==> src/rtl/mem_loader_pkg.sv <==
// Shared definitions for the boot-time program loader.
// - ADDR_WIDTH / REG_WIDTH: the core's memory address and register (byte) widths.
// - ld_state_e: 3-bit loader FSM encoding, LD_IDLE .. LD_ERROR.
package mem_loader_pkg;

  localparam int unsigned ADDR_WIDTH = 16;
  localparam int unsigned REG_WIDTH  = 8;

  // LD_FLUSH is the cycle in which the final byte is still being written. Reads and
  // the core release both wait for it, so nobody ever observes a half-written image.
  typedef enum logic [2:0] {
    LD_IDLE    = 3'd0,
    LD_LOAD    = 3'd1,
    LD_FLUSH   = 3'd2,
    LD_VERIFY  = 3'd3,
    LD_CHECK   = 3'd4,
    LD_RELEASE = 3'd5,
    LD_DONE    = 3'd6,
    LD_ERROR   = 3'd7
  } ld_state_e;

endpackage

==> src/rtl/mem_loader_checksum.sv <==
// ld_checksum: modulo-2^Width byte accumulator.
// Ports:
//   clk_i    clock
//   reset_i  synchronous active-high reset, clears the sum
//   clr_i    synchronous clear (wins over en_i)
//   en_i     add din_i to the sum this cycle
//   din_i    byte to accumulate
//   sum_o    registered running sum
module ld_checksum #(
  parameter int unsigned Width = mem_loader_pkg::REG_WIDTH
) (
  input  logic             clk_i,
  input  logic             reset_i,
  input  logic             clr_i,
  input  logic             en_i,
  input  logic [Width-1:0] din_i,
  output logic [Width-1:0] sum_o
);

  logic [Width-1:0] sum_q, sum_d;

  always_comb begin
    sum_d = sum_q;
    if (clr_i) begin
      sum_d = '0;
    end else if (en_i) begin
      sum_d = sum_q + din_i;
    end
  end

  always_ff @(posedge clk_i) begin
    if (reset_i) begin
      sum_q <= '0;
    end else begin
      sum_q <= sum_d;
    end
  end

  assign sum_o = sum_q;

endmodule

==> src/rtl/mem_loader.sv <==
// mem_loader: boot-time program loader in front of mem and fetcher.
// Accepts a byte stream (valid/ready), writes it to mem starting at base_addr, optionally
// reads the region back and compares checksums, then releases the core from reset and
// pulses trigger_program.
// Ports:
//   clk, reset                 clock, synchronous active-high reset
//   start                      begin a load (honoured in IDLE, DONE, ERROR only)
//   base_addr, length          load region, latched on start
//   verify_en                  enable checksum readback, latched on start
//   s_valid, s_data, s_ready   byte stream handshake
//   mem_we, mem_addr, mem_din  registered write/read port to mem
//   mem_dout                   mem read data, valid one cycle after mem_addr
//   cpu_hold                   core held in reset while high
//   trigger_program            one-cycle pulse when the core is released
//   done, error                completion / failure levels
//   err_addr                   base_addr of the failing load
module mem_loader #(
  parameter int unsigned ADDR_WIDTH = mem_loader_pkg::ADDR_WIDTH,
  parameter int unsigned DATA_WIDTH = mem_loader_pkg::REG_WIDTH,
  parameter int unsigned DEPTH      = 32
) (
  input  logic                  clk,
  input  logic                  reset,
  input  logic                  start,
  input  logic [ADDR_WIDTH-1:0] base_addr,
  input  logic [ADDR_WIDTH-1:0] length,
  input  logic                  verify_en,
  input  logic                  s_valid,
  input  logic [DATA_WIDTH-1:0] s_data,
  output logic                  s_ready,
  output logic                  mem_we,
  output logic [ADDR_WIDTH-1:0] mem_addr,
  output logic [DATA_WIDTH-1:0] mem_din,
  input  logic [DATA_WIDTH-1:0] mem_dout,
  output logic                  cpu_hold,
  output logic                  trigger_program,
  output logic                  done,
  output logic                  error,
  output logic [ADDR_WIDTH-1:0] err_addr
);

  import mem_loader_pkg::*;

  localparam logic [ADDR_WIDTH:0] DepthExt = (ADDR_WIDTH + 1)'(DEPTH);
  localparam logic [ADDR_WIDTH-1:0] One    = ADDR_WIDTH'(1);

  ld_state_e state_q, state_d;

  logic [ADDR_WIDTH-1:0] base_q, len_q, cnt_q;
  logic                  verify_q;
  logic                  we_q;
  logic [ADDR_WIDTH-1:0] addr_q;
  logic [DATA_WIDTH-1:0] din_q;
  logic                  rd_vld_q;   // a read address is on mem_addr this cycle
  logic                  dat_vld_q;  // mem_dout holds read data this cycle
  logic [ADDR_WIDTH-1:0] err_addr_q;
  logic [DATA_WIDTH-1:0] wsum, rsum;

  logic                  start_ok;
  logic                  range_bad;
  logic                  hs;
  logic                  last_byte;
  logic                  issue_rd;
  logic                  err_set;
  logic [ADDR_WIDTH:0]   end_addr;

  // One extra bit so base+length cannot wrap past the check.
  assign end_addr  = {1'b0, base_addr} + {1'b0, length};
  assign range_bad = end_addr > DepthExt;

  assign hs        = s_valid && (state_q == LD_LOAD);
  assign last_byte = cnt_q == (len_q - One);

  always_comb begin
    state_d  = state_q;
    start_ok = 1'b0;
    issue_rd = 1'b0;
    err_set  = 1'b0;
    unique case (state_q)
      LD_IDLE, LD_DONE, LD_ERROR: begin
        if (start) begin
          start_ok = 1'b1;
          if (range_bad) begin
            state_d = LD_ERROR;
            err_set = 1'b1;
          end else if (length == '0) begin
            state_d = LD_FLUSH;
          end else begin
            state_d = LD_LOAD;
          end
        end
      end
      LD_LOAD: begin
        if (hs && last_byte) begin
          state_d = LD_FLUSH;
        end
      end
      LD_FLUSH: begin
        // The first read address is registered here, so it reaches mem the cycle after
        // the final write and never collides with it.
        if (verify_q && (len_q != '0)) begin
          state_d  = LD_VERIFY;
          issue_rd = 1'b1;
        end else begin
          state_d = LD_RELEASE;
        end
      end
      LD_VERIFY: begin
        issue_rd = cnt_q < len_q;
        // No address in flight means the last read's data is on mem_dout now and is
        // accumulated at this edge.
        if (!rd_vld_q) begin
          state_d = LD_CHECK;
        end
      end
      LD_CHECK: begin
        if (rsum == wsum) begin
          state_d = LD_RELEASE;
        end else begin
          state_d = LD_ERROR;
          err_set = 1'b1;
        end
      end
      LD_RELEASE: state_d = LD_DONE;
      default:    state_d = LD_IDLE;
    endcase
  end

  always_ff @(posedge clk) begin
    if (reset) begin
      state_q <= LD_IDLE;
    end else begin
      state_q <= state_d;
    end
  end

  always_ff @(posedge clk) begin
    if (reset) begin
      base_q     <= '0;
      len_q      <= '0;
      cnt_q      <= '0;
      verify_q   <= 1'b0;
      we_q       <= 1'b0;
      addr_q     <= '0;
      din_q      <= '0;
      rd_vld_q   <= 1'b0;
      dat_vld_q  <= 1'b0;
      err_addr_q <= '0;
    end else begin
      we_q      <= hs;
      rd_vld_q  <= issue_rd;
      dat_vld_q <= rd_vld_q;
      if (start_ok) begin
        base_q   <= base_addr;
        len_q    <= length;
        verify_q <= verify_en;
        cnt_q    <= '0;
      end else if (hs) begin
        addr_q <= base_q + cnt_q;
        din_q  <= s_data;
        // Rewind on the last byte so the same counter indexes the readback.
        cnt_q  <= last_byte ? '0 : cnt_q + One;
      end else if (issue_rd) begin
        addr_q <= base_q + cnt_q;
        cnt_q  <= cnt_q + One;
      end
      if (err_set) begin
        err_addr_q <= start_ok ? base_addr : base_q;
      end
    end
  end

  ld_checksum #(
    .Width (DATA_WIDTH)
  ) u_wsum (
    .clk_i   (clk),
    .reset_i (reset),
    .clr_i   (start_ok),
    .en_i    (hs),
    .din_i   (s_data),
    .sum_o   (wsum)
  );

  ld_checksum #(
    .Width (DATA_WIDTH)
  ) u_rsum (
    .clk_i   (clk),
    .reset_i (reset),
    .clr_i   (start_ok),
    .en_i    (dat_vld_q),
    .din_i   (mem_dout),
    .sum_o   (rsum)
  );

  assign s_ready         = state_q == LD_LOAD;
  assign mem_we          = we_q;
  assign mem_addr        = addr_q;
  assign mem_din         = din_q;
  assign cpu_hold        = !((state_q == LD_RELEASE) || (state_q == LD_DONE));
  assign trigger_program = state_q == LD_RELEASE;
  assign done            = (state_q == LD_RELEASE) || (state_q == LD_DONE);
  assign error           = state_q == LD_ERROR;
  assign err_addr        = err_addr_q;

endmodule
==> config.mk <==
export PLATFORM = sky130hd
export DESIGN_NAME = mem_loader
export DESIGN_NICKNAME = d
export VERILOG_FILES = /design/src/rtl/mem_loader_pkg.sv /design/src/rtl/mem_loader_checksum.sv /design/src/rtl/mem_loader.sv
export SDC_FILE = /design/constraint.sdc
export NUM_CORES = 1
export LEC_CHECK = 0
export ABC_AREA = 1
export BUFFER_PORTS_ARGS = -buffer_cell sky130_fd_sc_hd__clkbuf_2
export CORE_ASPECT_RATIO = 0.75
export CORE_UTILIZATION = 50
export CTS_BUF_LIST = sky130_fd_sc_hd__clkbuf_4 sky130_fd_sc_hd__clkbuf_8 sky130_fd_sc_hd__clkbuf_16
export DETAILED_ROUTE_END_ITERATION = 10
export PLACE_DENSITY_LB_ADDON = 0.25
export SLEW_MARGIN = 20
export SYNTH_ARGS = -nofsm -noshare
export SYNTH_HDL_FRONTEND = slang
export SYNTH_HIERARCHICAL = 1
export SYNTH_SLANG_ARGS = --single-unit
==> constraint.sdc <==
create_clock -name clk -period 3.7 [get_ports clk]
set_clock_uncertainty 0.1 [all_clocks]
set_input_delay 0.74 -clock clk [delete_from_list [all_inputs] [get_ports clk]]
set_output_delay 0.74 -clock clk [all_outputs]
set_load 0.005 [all_outputs]
==> results.sh, run 1 <==
export IMPL_num_rows=40
export IMPL_p_comb_frac=0.520
export IMPL_critPathSlowestCell="fa_1"
export IMPL_hold_viol=0
export IMPL_die_area_mm2=0.0169
export IMPL_busiest_layer="met1"
export IMPL_path_clk_slew_ns=0.08
export IMPL_r2r_end="mem_addr[12]"
export IMPL_critPathRequiredTime_ns=3.86
export IMPL_gp_congestion=0.941
export IMPL_globalRouteMet1Util=0.397
export IMPL_die_width_um=150
export IMPL_post_cts_setup_buffers=0
export IMPL_hold_ws_ns=0.337
export IMPL_synth_xor_area_frac=0.0467
export IMPL_fmax_ghz=0.341
export IMPL_yosys_cell_types_count=50
export IMPL_ys_seq_area_frac=0.271
export IMPL_p_int_uw=3250
export IMPL_core_area_mm2=0.0160
export IMPL_drive_gt1_frac=0.148
export IMPL_io_buffer_count=98
export IMPL_maxSlewHeadroom=0.483
export IMPL_slowest_delay_ns=0.44
export IMPL_syn2layout_area_growth_pct=11.1
export IMPL_finalMaxSlewViolations=0
export IMPL_crit_top_cell="nand2_1"
export IMPL_cts_sinks=111
export IMPL_cts_tree="done"
export IMPL_hold_buffers=0
export IMPL_num_vias=7947
export IMPL_p_clk_frac=0.165
export IMPL_route_detailed_drc=0
export IMPL_worstMarginPinSlew_ns=0.774
export IMPL_diodes=0
export IMPL_seqPwrFrac=0.315
export IMPL_max_cap_violations=0
export IMPL_die_y_um=113
export IMPL_postRouteAntennaNets=0
export IMPL_dpl_hpwl_um=17400
export IMPL_startpoint_type="input port"
export IMPL_r2r_cells=12
export IMPL_first_pass_iters=5
export IMPL_grt_start_max_net_pins=51
export IMPL_timing_final_crit_period_ns=2.93
export IMPL_path_buf_inv=1
export IMPL_synth_compound_area_frac=0.131
export IMPL_synth_nets=1349
export IMPL_first_global_vias=7141
export IMPL_whs_path_depth=2
export IMPL_irDropWorstVdd_v=0.000380
export IMPL_synth_fa_ha_area_frac=0.106
export IMPL_power_switching_uw=2830
export IMPL_wire_per_inst_um=14.2
export IMPL_finalCritPeriodShare=0.793
export IMPL_grt_pass1_wl_um=35800
export IMPL_grt_met3_usage=0.0544
export IMPL_grt_util_met2=0.393
export IMPL_switching_share=0.466
export IMPL_pwr_density_cell_mw_per_mm2=667
export IMPL_worstPathArrival_ns=3.09
export IMPL_wirelength_um=21700
export IMPL_htreeDepth=3
export IMPL_ys_ff_latch=111
export IMPL_muxShareOfSynthArea=0
export IMPL_ys_warn_count=6
export IMPL_start_util=0.512
export IMPL_syn_area_per_cell_um2=6.67
export IMPL_grt_usage=0.268
export IMPL_cts_max_path_buffers=2
export IMPL_syn_inst=1229
export IMPL_grt_setup_unrepaired="false"
export IMPL_path_class="input port to register"
export IMPL_leakagePower_uw=0.00465
export IMPL_insertion_delay_ns=0.37
export IMPL_end_kind="register"
export IMPL_crit_fanout=32
export IMPL_crit_chain="clkbuf_2 > ha_1 > fa_1 > or2_2 > a211oi_1 > nand3_1 > nand2_1 > nand2_1 > nor2_2 > nand3_2 > nand2_4 > nand3_1 > nand2_1 > nor2_1"
export IMPL_r2r_start="base_q[0]"
export IMPL_r2r_slack_ns=1.03
export IMPL_io_pins=99
export IMPL_post_cts_resized=0
export IMPL_hp_class="register to register"
export IMPL_status="complete, no violations"
export IMPL_drtIter0Drc=597
export IMPL_synthSimpleGateAreaFrac=0.339
export IMPL_path_delay_family="simple AND/OR/NAND/NOR gates"
export IMPL_nNetsFinal=1434
export IMPL_synth_area_mm2=0.00819
export IMPL_cts_buffers=9
export IMPL_setup_violations=0
export IMPL_cts_root_buf="clkbuf_16"
export IMPL_fillerInstances=1625
export IMPL_viasPerCell=5.20
export IMPL_grt_overflow=0
export IMPL_finalSetupTns_ns=0
export IMPL_hold_end="dat_vld_q"
export IMPL_synth_top_family_by_area="simple AND/OR/NAND/NOR gates"
export IMPL_antenna_found_initial=0
export IMPL_hold_start="rd_vld_q"
## metrics by stage
stage | instance area (um2) | power (uW) | util | instances | setup slack, ns
after global routing | 9110 | 6630 | 0.569 | 1529 | 0.538
after global placement | 8800 | 4980 | 0.550 | 1513 | 0.500
final | 9110 | 6080 | 0.569 | 1529 | 0.768
after floorplan | 8190 | 4250 | - | 1229 | 0.829
after CTS | 9110 | 6060 | 0.569 | 1529 | 0.785
after detailed placement | 8800 | 5040 | 0.550 | 1513 | 0.402
## how the worst max path moves through the flow
stage                  from  depth (start not counted)           end
3_3_place_gp   base_addr[0]                         14  err_addr[10]
3_5_place_dp      length[0]                         14   err_addr[1]
2_1_floorplan  base_addr[0]                         14  err_addr[10]
6_report       base_addr[0]                         14   err_addr[0]
5_1_grt           length[0]                         14   err_addr[0]
4_1_cts           length[0]                         14   err_addr[8]
## flip-flops by register name (all words and copies together), names as in the netlist
name	flops
verify_q	1
mem_we	1
dat_vld_q	1
len_q	16
mem_addr	16
u_wsum/sum_o	8
rd_vld_q	1
u_rsum/sum_o	8
err_addr	16
state_q	3
mem_din	8
cnt_q	16
base_q	16
## final cells by class
class	count	area (um2)	area share
Sequential cell	111	2220	0.244
Inverter	176	661	0.0725
Timing Repair Buffer	105	556	0.0610
Multi-Input combinational cell	911	5100	0.560
Tap cell	210	263	0.0289
Clock buffer	10	239	0.0262
Clock inverter	6	66.3	0.00728
## worst min-delay path, stage by stage, from the launching register on
cell	delay, ns
dfxtp_1	0.32
inv_1	0.05
nor2_1	0.03
## power groups by stage
| stage | Sequential [uW] | Clock (uW) | Combinational, uW |
|---|---|---|---|
| 4_1_cts | 1900 | 1020 | 3140 |
| 2_1_floorplan | 1820 | 0 | 2430 |
| 3_5_place_dp | 1920 | 0 | 3120 |
| 6_report | 1910 | 1000 | 3160 |
| 5_1_grt | 1950 | 1060 | 3620 |
| 3_3_place_gp | 1920 | 0 | 3060 |
## synth_stat cells (all sizes together)
cell / instances / area [um2]
a211oi: 7 / 52.6
a21o: 3 / 22.5
a21oi: 100 / 531
a22oi: 1 / 7.51
a31oi: 2 / 12.5
a41oi: 1 / 8.76
and2: 2 / 12.5
and3: 1 / 6.26
buf: 20 / 170
clkbuf: 11 / 45.1
dfxtp: 111 / 2220
fa: 4 / 80.1
ha: 63 / 788
inv: 176 / 661
nand2: 275 / 1060
nand3: 97 / 528
nand3b: 14 / 130
nand4: 13 / 81.3
nor2: 158 / 656
nor3: 17 / 100
nor3b: 3 / 27.5
nor4: 4 / 25.0
o211ai: 6 / 45.0
o21a: 1 / 7.51
o21ai: 72 / 360
o21bai: 2 / 15.0
o31ai: 1 / 7.51
or2: 22 / 148
xnor2: 25 / 234
xor2: 17 / 149
## layout by cell type (no fill, tap or decap), types with 23 or more instances in the layout
cell,instances
nand2_1,266
ha_1,63
nor2_1,141
dfxtp_1,111
clkbuf_2,98
inv_1,170
o21ai_0,54
xnor2_1,23
nand3_1,89
a21oi_1,96
## logic make-up (layout without fill, tap and decap cells)
| logic type | Yosys count | in the layout |
|---|---|---|
| AO/OA/AOI/OAI | 196 | 196 |
| AND/OR/NAND/NOR | 606 | 606 |
| buffers and inverters | 207 | 297 |
| XOR/XNOR | 42 | 42 |
| flip-flops | 111 | 111 |
| adder cells (fa/ha/maj) | 67 | 67 |
## per-layer routing
metal  vias to the layer above  wire length [um]
met5                         -                 0
met1                      3541             11000
met4                         0               354
li1                       4142                 -
met2                       239              8710
met3                        25              1650
Note: power is estimated with default switching activity, not from simulation.
==> run 2: changes to the inputs <==
- clock period: 3.7 -> 3.1 ns (I/O delays scaled with it)
==> results.sh, run 2 (synthesized netlist as in run 1, its figures left out) <==
export IMPL_status="complete, no violations"
export IMPL_end_kind="register"
export IMPL_post_place_ws_ns=-0.00859
export IMPL_wirelength_um=21700
export IMPL_antenna_found_initial=0
export IMPL_critPathRequiredTime_ns=3.24
export IMPL_first_global_vias=7017
export IMPL_post_cts_resized=0
export IMPL_io_pins=99
export IMPL_grt_pass1_wl_um=35300
export IMPL_leakagePower_uw=0.00469
export IMPL_cts_tree="done"
export IMPL_critPathSlowestCell="dfxtp_1"
export IMPL_num_rows=40
export IMPL_wire_per_inst_um=14.1
export IMPL_cts_max_path_buffers=2
export IMPL_r2r_start="len_q[3]"
export IMPL_seq_area_mm2=0.00222
export IMPL_num_vias=7997
export IMPL_path_clk_slew_ns=0.08
export IMPL_nNetsFinal=1442
export IMPL_cts_root_buf="clkbuf_16"
export IMPL_io_buffer_count=98
export IMPL_max_cap_violations=0
export IMPL_drive_gt1_frac=0.153
export IMPL_crit_chain="inv_1 > ha_1 > nand2_1 > o21ai_0 > nand2_1 > o211ai_1 > nand2_1 > nand3_1 > nand3_2 > buf_4 > nand2_1 > xor2_1 > nor2_1"
export IMPL_multi_input_area_mm2=0.00510
export IMPL_final_cell_mix="nand2_1, inv_1, nor2_1"
export IMPL_p_total_uw=7320
export IMPL_whs_path_depth=2
export IMPL_irDropWorstVdd_v=0.000446
export IMPL_fmax_ghz=0.354
export IMPL_timing_final_crit_period_ns=2.83
export IMPL_syn2layout_area_growth_pct=12.0
export IMPL_worstPathArrival_ns=2.97
export IMPL_finalMaxSlewViolations=0
export IMPL_postRouteAntennaNets=0
export IMPL_pwr_density_cell_mw_per_mm2=798
export IMPL_hold_start="rd_vld_q"
export IMPL_post_cts_setup_buffers=0
export IMPL_dpl_instance_area_mm2=0.00885
export IMPL_gp_congestion=0.913
export IMPL_grt_overflow=0
export IMPL_path_class="register to register"
export IMPL_maxSlewHeadroom=0.639
export IMPL_hold_ws_ns=0.340
export IMPL_cts_sinks=111
export IMPL_die_area_mm2=0.0169
export IMPL_worstMarginPinSlew_ns=0.541
export IMPL_cts_buffers=9
export IMPL_diodes=0
export IMPL_route_detailed_drc=0
export IMPL_die_width_um=150
export IMPL_hp_class="register to register"
export IMPL_startpoint_type="register"
export IMPL_core_area_mm2=0.0160
export IMPL_crit_fanout=23
export IMPL_dpl_hpwl_um=17500
export IMPL_grt_setup_unrepaired="false"
export IMPL_grt_start_max_net_pins=45
export IMPL_r2r_end="cnt_q[6]"
export IMPL_final_area_mm2=0.00917
export IMPL_hold_end="dat_vld_q"
export IMPL_fillerInstances=1602
export IMPL_utilization=0.573
export IMPL_setup_ws_ns=0.274
export IMPL_first_pass_iters=5
export IMPL_slowest_delay_ns=0.42
export IMPL_start_util=0.512
export IMPL_setup_violations=0
export IMPL_viasPerCell=5.20
export IMPL_hold_buffers=0
export IMPL_grt_usage=0.266
export IMPL_insertion_delay_ns=0.37
export IMPL_drtIter0Drc=643
export IMPL_r2r_cells=13
export IMPL_final_common_cell="nand2_1"
export IMPL_finalCritPeriodShare=0.912
export IMPL_htreeDepth=3
export IMPL_hold_viol=0
export IMPL_die_y_um=113
export IMPL_r2r_slack_ns=0.27
export IMPL_crit_top_cell="nand2_1"
-- run 2: cell count changes in the layout (fill, tap and decap cells not counted) --
cell / change
buf_4: +9
inv_8: -2
buf_12: -1
bufinv_16: +1
clkbuf_8: -1
clkinv_8: +1
inv_6: +1
-- run 2: how the worst max path moves through the flow --
stage | start | endpoint | slack (ns) | depth (start not counted)
2_1_floorplan | base_addr[0] | err_addr[10] | 0.35 | 14
3_3_place_gp | base_addr[0] | err_addr[6] | 0.08 | 14
6_report | len_q[3] | cnt_q[6] | 0.27 | 13
4_1_cts | len_q[3] | cnt_q[3] | 0.31 | 13
3_5_place_dp | base_addr[0] | err_addr[0] | -0.009 | 14
5_1_grt | len_q[3] | cnt_q[3] | 0.09 | 13
-- run 2: metrics by stage --
stage          TNS (ns)  std cells
2_1_floorplan         0       1229
3_3_place_gp          0       1521
3_5_place_dp   -0.00859       1521
4_1_cts               0       1537
5_1_grt               0       1537
6_report              0       1537
-- run 2: power by group --
group | switching [uW] | internal [uW] | leakage (uW)
Sequential | 429 | 1860 | 0.000908
Clock | 601 | 653 | 0.000154
Combinational | 2340 | 1440 | 0.00363
-- run 2: layout make-up --
| class | count | area share |
|---|---|---|
| clock buffers | 9 | 0.0246 |
| clock inverters | 7 | 0.0108 |
| inverters | 176 | 0.0720 |
| multi-input cells | 911 | 0.556 |
| flip-flops and latches | 111 | 0.242 |
| well taps | 210 | 0.0286 |
| repair buffers | 113 | 0.0657 |
-- run 2: layer usage --
| metal | vias up | GRT usage | wire [um] |
|---|---|---|---|
| met2 | 235 | 0.376 | 8610 |
| met3 | 20 | 0.0516 | 1570 |
| met4 | 0 | 0.0613 | 284 |
| met5 | - | 0 | 0 |
| met1 | 3579 | 0.408 | 11300 |
| li1 | 4163 | - | - |
-- run 2: critical path: cells and delay by family, from the launching register on --
family	cells	cell delay, ns
buffers and inverters	2	0.46
flip-flops	1	0.42
XOR/XNOR	1	0.15
AND/OR/NAND/NOR	7	0.84
AO/OA/AOI/OAI	2	0.40
adder cells (fa/ha/maj)	1	0.31
==> run 3: changes to the inputs <==
- ABC_AREA: 1 -> not set
- HOLD_SLACK_MARGIN: not set -> 0.06
==> results.sh, run 3 <==
export IMPL_die_width_um=143
export IMPL_grt_setup_unrepaired="true"
export IMPL_end_kind="register"
export IMPL_route_detailed_drc=0
export IMPL_ys_ff_latch=111
export IMPL_utilization=0.667
export IMPL_cts_root_buf="clkbuf_16"
export IMPL_wirelength_um=21300
export IMPL_synth_top_family_by_area="simple AND/OR/NAND/NOR gates"
export IMPL_p_total_uw=5880
export IMPL_hold_ws_ns=0.356
export IMPL_ys_top_cells_by_area="dfxtp_1, ha_1, nand2_1"
export IMPL_leakagePower_uw=0.00425
export IMPL_ys_warn_count=6
export IMPL_gp_congestion=0.916
export IMPL_ys_seq_area_frac=0.296
export IMPL_final_common_cell="nand2_1"
export IMPL_synth_fa_ha_area_frac=0.116
export IMPL_status="finished, violations left"
export IMPL_insertion_delay_ns=0.37
export IMPL_path_class="input port to register"
export IMPL_hp_class="register to register"
export IMPL_worstMarginPinSlew_ns=0.691
export IMPL_seqPwrFrac=0.302
export IMPL_yosys_area_top_type="dfxtp_1"
export IMPL_crit_fanout=8
export IMPL_async_reset_ff_frac=0
export IMPL_path_buf_inv=3
export IMPL_critPathRequiredTime_ns=3.25
export IMPL_slowest_delay_ns=0.40
export IMPL_io_pins=99
export IMPL_drive_gt1_frac=0.270
export IMPL_synthSimpleGateAreaFrac=0.252
export IMPL_cts_buffers=9
export IMPL_synth_area_mm2=0.00751
export IMPL_setup_violations=16
export IMPL_postRouteAntennaNets=0
export IMPL_htreeDepth=3
export IMPL_irDropWorstVdd_v=0.000397
export IMPL_cts_sinks=111
export IMPL_num_vias=7461
export IMPL_whs_path_depth=2
export IMPL_violations="setup timing"
export IMPL_startpoint_type="input port"
export IMPL_r2r_slack_ns=0.11
export IMPL_final_area_mm2=0.00970
export IMPL_crit_chain="clkbuf_16 > ha_4 > fa_2 > a211oi_2 > o21ba_2 > o221ai_2 > a221oi_2 > o2111ai_2 > nor4_2 > buf_4 > a21oi_4 > nor3_4 > buf_6 > mux2_4"
export IMPL_finalCritPeriodShare=1.05
export IMPL_path_delay_family="compound AO/OA/AOI/OAI gates"
export IMPL_grt_start_max_net_pins=34
export IMPL_start_util=0.516
export IMPL_synth_nets=1061
export IMPL_die_y_um=108
export IMPL_grt_pass1_wl_um=34500
export IMPL_r2r_start="len_q[2]"
export IMPL_yosys_cell_types_count=69
export IMPL_final_cell_mix="nand2_1, buf_4, dfxtp_1"
export IMPL_diodes=0
export IMPL_maxSlewHeadroom=0.539
export IMPL_critPathSlowestCell="fa_2"
export IMPL_setup_ws_ns=-0.159
export IMPL_wire_per_inst_um=15.8
export IMPL_hold_start="mem_addr[8]"
export IMPL_num_rows=38
export IMPL_cts_max_path_buffers=2
export IMPL_grt_overflow=0
export IMPL_syn2layout_area_growth_pct=29.3
export IMPL_hold_viol=0
export IMPL_p_comb_frac=0.486
export IMPL_antenna_found_initial=0
export IMPL_p_clk_frac=0.212
export IMPL_io_buffer_count=98
export IMPL_synth_edf_count=0
export IMPL_synth_compound_area_frac=0.183
export IMPL_synth_flop_cell="dfxtp_1"
export IMPL_hold_end="mem_addr[8]"
export IMPL_pwr_density_cell_mw_per_mm2=606
export IMPL_cts_tree="done"
export IMPL_synth_xor_area_frac=0.0688
export IMPL_syn_inst=941
export IMPL_finalSetupTns_ns=-2.27
export IMPL_die_area_mm2=0.0155
export IMPL_p_int_uw=3540
export IMPL_first_global_vias=7055
export IMPL_drtIter0Drc=433
export IMPL_grt_usage=0.284
export IMPL_power_switching_uw=2340
export IMPL_worstPathArrival_ns=3.41
export IMPL_first_pass_iters=5
export IMPL_finalMaxSlewViolations=0
export IMPL_max_cap_violations=0
export IMPL_timing_final_crit_period_ns=3.26
export IMPL_r2r_end="cnt_q[9]"
export IMPL_core_area_mm2=0.0145
export IMPL_muxShareOfSynthArea=0.0430
export IMPL_switching_share=0.398
export IMPL_r2r_cells=14
export IMPL_dpl_instance_area_mm2=0.00911
export IMPL_dpl_hpwl_um=16400
export IMPL_synth_top_area_share=0.296
export IMPL_nNetsFinal=1262
export IMPL_path_clk_slew_ns=0.08
export IMPL_synth_most_common_cell="nand2_1"
export IMPL_netlist_top_cells_count="nand2_1, dfxtp_1, a21oi_1"
export IMPL_syn_area_per_cell_um2=7.98
export IMPL_fmax_ghz=0.307
export IMPL_viasPerCell=5.54
[run 3: tightest hold or removal path: cells and delay by family (launching register included)]
family | cells | cell delay [ns]
compound gates | 1 | 0.05
flops | 1 | 0.32
simple gates | 1 | 0.05
[run 3: how the worst max path moves through the flow]
stage                       startpoint           end  slack, ns  cells past startpoint
final                        length[0]   err_addr[6]      -0.16                     14
after global routing         length[0]   err_addr[4]      -0.29                     14
after CTS                    length[0]   err_addr[6]      -0.11                     14
after detailed placement     length[0]   err_addr[0]      -0.63                     14
after global placement       length[0]   err_addr[1]      -0.60                     14
after floorplan           base_addr[0]  err_addr[10]      -0.50                     12
[run 3: stage by stage]
| step | worst slack [ns] | cells |
|---|---|---|
| finish | -0.159 | 1347 |
| floorplan | -0.497 | 941 |
| detailed placement | -0.634 | 1321 |
| global placement | -0.604 | 1321 |
| CTS | -0.112 | 1339 |
| global route | -0.288 | 1347 |
[run 3: logic make-up (layout without fill, tap and decap cells)]
| logic type | after synthesis | in the layout |
|---|---|---|
| mux | 30 | 30 |
| compound gates | 218 | 218 |
| xor+xnor | 59 | 59 |
| flops | 111 | 111 |
| buf+inv | 79 | 284 |
| fa+ha+maj | 67 | 67 |
| simple gates | 377 | 378 |
[run 3: area by class of cell]
cell class              count  area (um2)
repair buffers            228        1510
inverters                  40         150
fillers                  1259        4840
flip-flops and latches    111        2220
multi-input cells         752        5250
clock buffers               9         225
well taps                 200         250
clock inverters             7        93.8
[run 3: power groups by stage]
stage          Clock (uW)  Sequential [uW]  Combinational [uW]
2_1_floorplan           0             1790                1750
3_3_place_gp            0             1800                2580
3_5_place_dp            0             1800                2610
4_1_cts              1270             1770                2710
5_1_grt              1320             1800                3130
6_report             1250             1780                2860
[run 3: metal layers]
metal | vias up | wire, um | GRT usage
li1 | 3740 | - | -
met1 | 3477 | 10700 | 0.406
met2 | 210 | 9030 | 0.443
met3 | 34 | 1180 | 0.0368
met4 | 0 | 422 | 0.0866
met5 | - | 0 | 0
[run 3: timing repair]
item,CTS,global route
buffers inserted,2,8
resized for setup,22,24
pin swaps,15,16
hold buffers,0,0
gates cloned,0,1
setup endpoints to repair,18,37
